File: src/rtl/cmult_scheduler_4_pkg.sv
// Shared definitions for the 4-point FFT complex-multiplier scheduler.
// Holds the default widths, the FSM state type and the multiplier completion test.
package cmult_scheduler_4_pkg;

    localparam int FFT4_DATA_W = 12;
    localparam int FFT4_PROD_W = 24;

    typedef enum logic [1:0] {
        S_IDLE  = 2'd0,
        S_ISSUE = 2'd1,
        S_WAIT  = 2'd2,
        S_RESP  = 2'd3
    } state_t;

    localparam logic [3:0] MUL_ALL_RDY = 4'hF;

    // All four Booth multipliers must report ready; partial flags do not count.
    function automatic logic mul_done(input logic [3:0] rdy);
        return rdy == MUL_ALL_RDY;
    endfunction

endpackage

File: src/rtl/cmult_scheduler_4_arb.sv
// Combinational round-robin arbiter: grants the first request at or after ptr,
// wrapping from N_REQ-1 back to 0.
module rr_arbiter_4
    import cmult_scheduler_4_pkg::*;
#(
    parameter int N_REQ = 4
) (
    input  logic [N_REQ-1:0]         req,
    input  logic [$clog2(N_REQ)-1:0] ptr,
    output logic [N_REQ-1:0]         gnt,
    output logic [$clog2(N_REQ)-1:0] gnt_idx,
    output logic                     any
);

    localparam int IDX_W = $clog2(N_REQ);

    always_comb begin
        int unsigned idx;
        logic [IDX_W-1:0] sel;
        gnt     = '0;
        gnt_idx = '0;
        any     = 1'b0;
        idx     = 0;
        sel     = '0;
        for (int unsigned k = 0; k < N_REQ; k++) begin
            idx = (32'(ptr) + k) % 32'(N_REQ);
            sel = IDX_W'(idx);
            if (!any && req[sel]) begin
                gnt[sel] = 1'b1;
                gnt_idx  = sel;
                any      = 1'b1;
            end
        end
    end

endmodule

File: src/rtl/cmult_scheduler_4.sv
// Shares one complex_multiplier_4 between N_REQ requesters: round-robin grant,
// one operation in flight, result returned tagged with the requester id.
module cmult_scheduler_4
    import cmult_scheduler_4_pkg::*;
#(
    parameter int N_REQ    = 4,
    parameter int DATA_W   = FFT4_DATA_W,
    parameter int PROD_W   = FFT4_PROD_W,
    parameter int MIN_LAT  = 2,
    parameter int MAX_WAIT = 64
) (
    input  logic                      clk,
    input  logic                      rst,
    input  logic [N_REQ-1:0]          req_valid,
    output logic [N_REQ-1:0]          req_ready,
    input  logic [N_REQ*DATA_W-1:0]   req_a,
    input  logic [N_REQ*DATA_W-1:0]   req_b,
    input  logic [N_REQ*DATA_W-1:0]   req_c,
    input  logic [N_REQ*DATA_W-1:0]   req_d,
    output logic                      mul_en,
    output logic [DATA_W-1:0]         mul_a,
    output logic [DATA_W-1:0]         mul_b,
    output logic [DATA_W-1:0]         mul_c,
    output logic [DATA_W-1:0]         mul_d,
    input  logic [3:0]                mul_rdy,
    input  logic [PROD_W-1:0]         mul_real,
    input  logic [PROD_W-1:0]         mul_img,
    output logic                      rsp_valid,
    input  logic                      rsp_ready,
    output logic [$clog2(N_REQ)-1:0]  rsp_id,
    output logic [PROD_W-1:0]         rsp_real,
    output logic [PROD_W-1:0]         rsp_img,
    output logic                      rsp_err,
    output logic                      busy,
    output logic                      timeout_err
);

    localparam int IDX_W = $clog2(N_REQ);
    localparam int CNT_W = $clog2(MAX_WAIT);

    state_t              state_q;
    logic [IDX_W-1:0]    rr_ptr_q;
    logic [CNT_W-1:0]    wait_cnt_q;
    logic                mul_en_q;
    logic [DATA_W-1:0]   mul_a_q, mul_b_q, mul_c_q, mul_d_q;
    logic                rsp_valid_q;
    logic [IDX_W-1:0]    rsp_id_q;
    logic [PROD_W-1:0]   rsp_real_q, rsp_img_q;
    logic                rsp_err_q;
    logic                timeout_err_q;

    logic [N_REQ-1:0]    arb_gnt;
    logic [IDX_W-1:0]    arb_idx;
    logic                arb_any;
    logic [IDX_W-1:0]    rr_ptr_d;
    logic [DATA_W-1:0]   sel_a, sel_b, sel_c, sel_d;
    logic                sampled_done;

    rr_arbiter_4 #(.N_REQ(N_REQ)) u_arb (
        .req     (req_valid),
        .ptr     (rr_ptr_q),
        .gnt     (arb_gnt),
        .gnt_idx (arb_idx),
        .any     (arb_any)
    );

    always_comb begin
        sel_a = '0;
        sel_b = '0;
        sel_c = '0;
        sel_d = '0;
        for (int unsigned i = 0; i < N_REQ; i++) begin
            if (arb_idx == IDX_W'(i)) begin
                sel_a = req_a[i*DATA_W +: DATA_W];
                sel_b = req_b[i*DATA_W +: DATA_W];
                sel_c = req_c[i*DATA_W +: DATA_W];
                sel_d = req_d[i*DATA_W +: DATA_W];
            end
        end
    end

    assign rr_ptr_d     = (arb_idx == IDX_W'(N_REQ - 1)) ? '0 : arb_idx + 1'b1;
    // Flags still high from the previous operation are masked for MIN_LAT cycles.
    assign sampled_done = (wait_cnt_q >= CNT_W'(MIN_LAT)) && mul_done(mul_rdy);

    always_ff @(posedge clk or posedge rst) begin
        if (rst) begin
            state_q       <= S_IDLE;
            rr_ptr_q      <= '0;
            wait_cnt_q    <= '0;
            mul_en_q      <= 1'b0;
            mul_a_q       <= '0;
            mul_b_q       <= '0;
            mul_c_q       <= '0;
            mul_d_q       <= '0;
            rsp_valid_q   <= 1'b0;
            rsp_id_q      <= '0;
            rsp_real_q    <= '0;
            rsp_img_q     <= '0;
            rsp_err_q     <= 1'b0;
            timeout_err_q <= 1'b0;
        end else begin
            case (state_q)
                S_IDLE: begin
                    if (arb_any) begin
                        mul_a_q  <= sel_a;
                        mul_b_q  <= sel_b;
                        mul_c_q  <= sel_c;
                        mul_d_q  <= sel_d;
                        rsp_id_q <= arb_idx;
                        rr_ptr_q <= rr_ptr_d;
                        mul_en_q <= 1'b1;
                        state_q  <= S_ISSUE;
                    end
                end
                S_ISSUE: begin
                    mul_en_q   <= 1'b0;
                    wait_cnt_q <= '0;
                    state_q    <= S_WAIT;
                end
                S_WAIT: begin
                    wait_cnt_q <= wait_cnt_q + 1'b1;
                    if (sampled_done) begin
                        rsp_real_q  <= mul_real;
                        rsp_img_q   <= mul_img;
                        rsp_err_q   <= 1'b0;
                        rsp_valid_q <= 1'b1;
                        state_q     <= S_RESP;
                    end else if (wait_cnt_q == CNT_W'(MAX_WAIT - 1)) begin
                        rsp_real_q    <= '0;
                        rsp_img_q     <= '0;
                        rsp_err_q     <= 1'b1;
                        timeout_err_q <= 1'b1;
                        rsp_valid_q   <= 1'b1;
                        state_q       <= S_RESP;
                    end
                end
                S_RESP: begin
                    if (rsp_ready) begin
                        rsp_valid_q <= 1'b0;
                        state_q     <= S_IDLE;
                    end
                end
                default: state_q <= S_IDLE;
            endcase
        end
    end

    // Grant is combinational so the requester sees it in the same IDLE cycle.
    assign req_ready   = (state_q == S_IDLE && !rst) ? arb_gnt : '0;
    assign mul_en      = mul_en_q;
    assign mul_a       = mul_a_q;
    assign mul_b       = mul_b_q;
    assign mul_c       = mul_c_q;
    assign mul_d       = mul_d_q;
    assign rsp_valid   = rsp_valid_q;
    assign rsp_id      = rsp_id_q;
    assign rsp_real    = rsp_real_q;
    assign rsp_img     = rsp_img_q;
    assign rsp_err     = rsp_err_q;
    assign busy        = (state_q != S_IDLE);
    assign timeout_err = timeout_err_q;

endmodule
File: config.mk
export PLATFORM = sky130hd
export DESIGN_NAME = cmult_scheduler_4
export DESIGN_NICKNAME = d
export VERILOG_FILES = /design/src/rtl/cmult_scheduler_4_pkg.sv /design/src/rtl/cmult_scheduler_4_arb.sv /design/src/rtl/cmult_scheduler_4.sv
export SDC_FILE = /design/constraint.sdc
export NUM_CORES = 1
export LEC_CHECK = 0
export CAP_MARGIN = 0
export CORE_ASPECT_RATIO = 0.6
export CORE_MARGIN = 8
export CORE_UTILIZATION = 36
export DETAILED_ROUTE_END_ITERATION = 8
export PLACE_DENSITY = 0.78
export REMOVE_ABC_BUFFERS = 1
export SYNTH_ARGS = -nofsm -noshare
export SYNTH_HDL_FRONTEND = slang
export SYNTH_SLANG_ARGS = --single-unit
export TNS_END_PERCENT = 10
File: constraint.sdc
create_clock -name clk -period 3.55 [get_ports clk]
set_input_delay 0.71 -clock clk [delete_from_list [all_inputs] [get_ports clk]]
set_output_delay 0.71 -clock clk [all_outputs]
set_load 0.005 [all_outputs]
==> reports/summary.json <==
{
  "num_vias": {"value": 6683},
  "maxCapViolCount": {"value": 0},
  "post_synth_inst_count": {"value": 694},
  "count_of_tritonroute_iterations_in_the_first_routing_pass": {"value": 5},
  "layout.filler_cells": {"value": 1549},
  "drcViolationCount": {"value": 0},
  "root_buffer": {"value": "sky130_fd_sc_hd__clkbuf_16"},
  "drt-wirelength-per-cell": {"value": 20.1, "unit": "µm"},
  "combinational_family_with_the_most_area_after_synthesis": {"value": "compound AO/OA/AOI/OAI gates"},
  "crit_arrival": {"value": 2660, "unit": "ps"},
  "final.hold.worst_slack": {"value": 480, "unit": "ps"},
  "clock_insertion_delay_worst_skew": {"value": 350, "unit": "ps"},
  "die_area": {"value": 23000, "unit": "µm²"},
  "adder_cell_fraction_of_synth_area": {"value": 3.43, "unit": "%"},
  "min_period_over_period": {"value": 94.9, "unit": "%"},
  "timing.critical_path.to_type": {"value": "primary output"},
  "post_drt_via_cell_ratio": {"value": 5.20},
  "pin_count": {"value": 358},
  "synth-compound-area-share": {"value": 27.7, "unit": "%"},
  "setup.reg_to_reg.worst_slack": {"value": 440, "unit": "ps"},
  "slowest_cell_on_crit_path": {"value": "sky130_fd_sc_hd__ha_2"},
  "h-tree-depth": {"value": 3},
  "wirelength": {"value": 25800, "unit": "µm"},
  "final_hold_viols": {"value": 0},
  "floorplan.die.height": {"value": 121, "unit": "µm"},
  "detailed_place_hpwl": {"value": 20300, "unit": "µm"},
  "final_count_of_pins_violating_max_slew": {"value": 0},
  "cts.reportedPaths.clkPinSlew": {"value": 80, "unit": "ps"},
  "finish.net_count": {"value": 1307},
  "grt_start_max_net_pins": {"value": 69},
  "worstSetupPathType": {"value": "flop to primary output"},
  "finalSetupViolations": {"value": 0},
  "first_global_vias": {"value": 6773},
  "clock_tree_from_tritoncts": {"value": "done"},
  "post_route_insts_no_fill": {"value": 1284},
  "syn_avg_cell_area": {"value": 9.47, "unit": "µm²"},
  "post_synth_and_or_nand_nor_area_fraction": {"value": 18.1, "unit": "%"},
  "combined_area_of_all_synthesized_cells": {"value": 6570, "unit": "µm²"},
  "post_cts_hold_buffer_count": {"value": 0},
  "first_pass_grt_wire_length": {"value": 38900, "unit": "µm"},
  "yosys-mux-area-fraction": {"value": 2.25, "unit": "%"},
  "ys_warn_count": {"value": 0},
  "post_synthesis_xor_xnor_area_fraction": {"value": 0, "unit": "%"},
  "dp.cells": {"value": 1265},
  "power_leakage": {"value": 4.52, "unit": "nW"},
  "final_gp_congestion": {"value": 0.861},
  "max_freq": {"value": 0.297, "unit": "GHz"},
  "status": {"value": "completed"},
  "ys_seq_elements": {"value": 112},
  "peakVddDrop": {"value": 0.000436, "unit": "V"},
  "post_layout_minimum_cycle_time": {"value": 3370, "unit": "ps"},
  "die_width": {"value": 190, "unit": "µm"},
  "antenna_violations_before_repair": {"value": 2},
  "ff_latch_area": {"value": 2800, "unit": "µm²"},
  "layout-drive-gt1-share": {"value": 7.48, "unit": "%"},
  "start_util": {"value": 36.6, "unit": "%"},
  "clk_path_buf_depth": {"value": 2},
  "critical-path-max-stage-delay": {"value": 450, "unit": "ps"},
  "number_of_port_buffers": {"value": 357},
  "grt_use_total": {"value": 21.4, "unit": "%"},
  "total_clock_buffers_created_by_cts": {"value": 9},
  "max_slew.worst_pin.slew": {"value": 528, "unit": "ps"},
  "coreArea": {"value": 18000, "unit": "µm²"},
  "multiInputGateArea": {"value": 3480, "unit": "µm²"},
  "holdCritPathClass": {"value": "flop to flop"},
  "rsz_0062_raised_after_global_routing": {"value": "false"},
  "finalClockSkew": {"value": 15.5, "unit": "ps"},
  "drtAntennaViolNets": {"value": 0},
  "synth_cell_types": {"value": 49},
  "synthToLayoutAreaGrowth": {"value": 67.2, "unit": "%"},
  "worstPathCellList": {"value": "inv_1 -> ha_2 -> mux4_2 -> a22o_1 -> a221o_1 -> clkdlybuf4s50_1"},
  "critical_path.max_fanout": {"value": 10},
  "synth_sequential_area_ratio": {"value": 42.7, "unit": "%"},
  "p_per_area": {"value": 833, "unit": "nW/µm²"},
  "grt.overflow.total": {"value": 0},
  "cts_num_sinks": {"value": 112},
  "dr.first_iter.drc_count": {"value": 379},
  "timing.critical_path.from_type": {"value": "flop"},
  "worst-endpoint-required": {"value": 2840, "unit": "ps"},
  "maxSlewHeadroom": {"value": 64.8, "unit": "%"},
  "std_cell_rows": {"value": 38}
}
## critical path, delay by kind of cell (launching register included)
kind	cells	cell delay [ps]
DFF	1	350
buffers and inverters	2	540
adders and majority gates	1	450
muxes	1	410
AOI/OAI and AO/OA	2	570
## cell usage in the layout (no fill, tap or decap), types with 2 or more instances in the layout
cell                                n
sky130_fd_sc_hd__o21ai_0           55
sky130_fd_sc_hd__a22o_1            52
sky130_fd_sc_hd__mux2_2             3
sky130_fd_sc_hd__o31ai_1            2
sky130_fd_sc_hd__nor2_1            16
sky130_fd_sc_hd__nand3_1            4
sky130_fd_sc_hd__a31oi_1            4
sky130_fd_sc_hd__a31o_2             2
sky130_fd_sc_hd__o21ai_1            2
sky130_fd_sc_hd__ha_2               2
sky130_fd_sc_hd__buf_4             27
sky130_fd_sc_hd__nand2_1           97
sky130_fd_sc_hd__clkbuf_16          9
sky130_fd_sc_hd__inv_6              2
sky130_fd_sc_hd__a221oi_1          48
sky130_fd_sc_hd__mux2i_1            2
sky130_fd_sc_hd__clkinv_8           2
sky130_fd_sc_hd__inv_1             16
sky130_fd_sc_hd__buf_12            12
sky130_fd_sc_hd__nand3b_1           3
sky130_fd_sc_hd__and2_1             2
sky130_fd_sc_hd__o22ai_1            2
sky130_fd_sc_hd__mux4_1             2
sky130_fd_sc_hd__dlymetal6s2s_1     4
sky130_fd_sc_hd__clkdlybuf4s50_1  353
sky130_fd_sc_hd__o31a_1            44
sky130_fd_sc_hd__mux4_2             3
sky130_fd_sc_hd__nor2b_1           90
sky130_fd_sc_hd__ha_1              13
sky130_fd_sc_hd__nor3_1             2
sky130_fd_sc_hd__and3_1             7
sky130_fd_sc_hd__a311o_1            3
sky130_fd_sc_hd__a21oi_1           16
sky130_fd_sc_hd__a211o_1            4
sky130_fd_sc_hd__dfrtp_1          112
sky130_fd_sc_hd__ha_4               3
## state kept, by name (all words and copies together) (netlist names)
name / cells
mul_c: 12
rsp_img: 24
rsp_id: 2
wait_cnt_q: 6
mul_en: 1
rr_ptr_q: 2
rsp_err: 1
rsp_valid: 1
rsp_real: 24
state_q: 2
mul_a: 12
mul_d: 12
timeout_err: 1
mul_b: 12
## cell type report
| type | count | share of cell area, % |
|---|---|---|
| repair buffers | 396 | 36.6 |
| multi-input cells | 502 | 31.7 |
| flip-flops and latches | 112 | 25.5 |
| well taps | 240 | 2.73 |
| clock buffers | 10 | 2.18 |
| clock inverters | 6 | 0.638 |
| inverters | 17 | 0.604 |
| diodes | 1 | 0.0228 |
## metrics by stage
| stage | power (mW) | util, % | setup WS, ps | setup TNS, ps | area, µm² |
|---|---|---|---|---|---|
| final | 9.15 | 61.1 | 180 | 0 | 11000 |
| after global routing | 9.86 | 61.1 | 63.8 | 0 | 11000 |
| after CTS | 9.21 | 60.9 | 1.72 | 0 | 10900 |
| after detailed placement | 8.11 | 59.1 | -8.16 | -8.16 | 10600 |
| after global placement | 8.00 | 59.1 | 49.1 | 0 | 10600 |
| after floorplan | 5.23 | - | -960 | -57900 | 6250 |
## kinds of logic after synthesis
| kind of cell | Yosys count |
|---|---|
| flops | 112 |
| mux | 9 |
| simple gates | 233 |
| compound gates | 241 |
| buf+inv | 81 |
| fa+ha+maj | 18 |
## power breakdown
part / internal [mW] / switching [mW] / total, mW / leakage, nW
Sequential: 1.80 / 0.298 / 2.10 / 1.46
Combinational: 3.23 / 2.77 / 6.01 / 2.91
Clock: 0.521 / 0.524 / 1.05 / 0.151
Total: 5.56 / 3.60 / 9.15 / 4.52
## repair_timing
item | CTS | global route
cloned | 0 | 1
setup endpoints to repair | 1 | 4
gates resized for setup | 0 | 5
setup buffers | 1 | 0
## path summary, 6_finish.rpt
path,start,to,cells after the start
min reg2reg,mul_c[7],mul_c[7],2
min,mul_c[7],mul_c[7],2
max reg2reg,rr_ptr_q[0],mul_c[11],13
max in group asynchronous,rst,mul_d[0],3
max,rr_ptr_q[0],req_ready[3],6
min in group asynchronous,rst,state_q[0],2
## synthesized netlist by cell type, drive strengths merged
| cell type | n | area share, % |
|---|---|---|
| nand3b | 3 | 0.34 |
| a21oi | 16 | 1.2 |
| nand2b | 1 | 0.095 |
| o31a | 44 | 5.9 |
| o31ai | 2 | 0.23 |
| o32a | 1 | 0.15 |
| dfrtp | 112 | 43 |
| and3 | 7 | 0.67 |
| a22oi | 1 | 0.11 |
| nand3 | 4 | 0.30 |
| a31o | 2 | 0.27 |
| nand4 | 1 | 0.095 |
| nor4b | 1 | 0.13 |
| and2b | 1 | 0.13 |
| a32o | 1 | 0.15 |
| or4 | 1 | 0.17 |
| clkbuf | 38 | 2.2 |
| mux2i | 2 | 0.30 |
| nor3 | 2 | 0.15 |
| nand2 | 98 | 5.6 |
| and2 | 2 | 0.19 |
| o21bai | 1 | 0.11 |
| nor2 | 17 | 0.97 |
| a211o | 4 | 0.53 |
| and3b | 2 | 0.29 |
| a311o | 3 | 0.46 |
| a31oi | 4 | 0.38 |
| nor2b | 91 | 8.8 |
| a221o | 1 | 0.15 |
| mux4 | 4 | 1.4 |
| a22o | 52 | 6.9 |
| inv | 17 | 0.97 |
| ha | 18 | 3.4 |
| a221oi | 48 | 6.4 |
| mux2 | 3 | 0.51 |
| o21ai | 59 | 4.6 |
| or3 | 2 | 0.21 |
| buf | 26 | 2.7 |
| o22ai | 2 | 0.19 |
## routing by layer
metal	global-route usage (%)	wire length, µm
met1	26.9	11100
met2	36.2	12500
met3	7.10	1970
met4	3.28	208
met5	0	13
No activity file was read; power rests on OpenSTA's default activity.
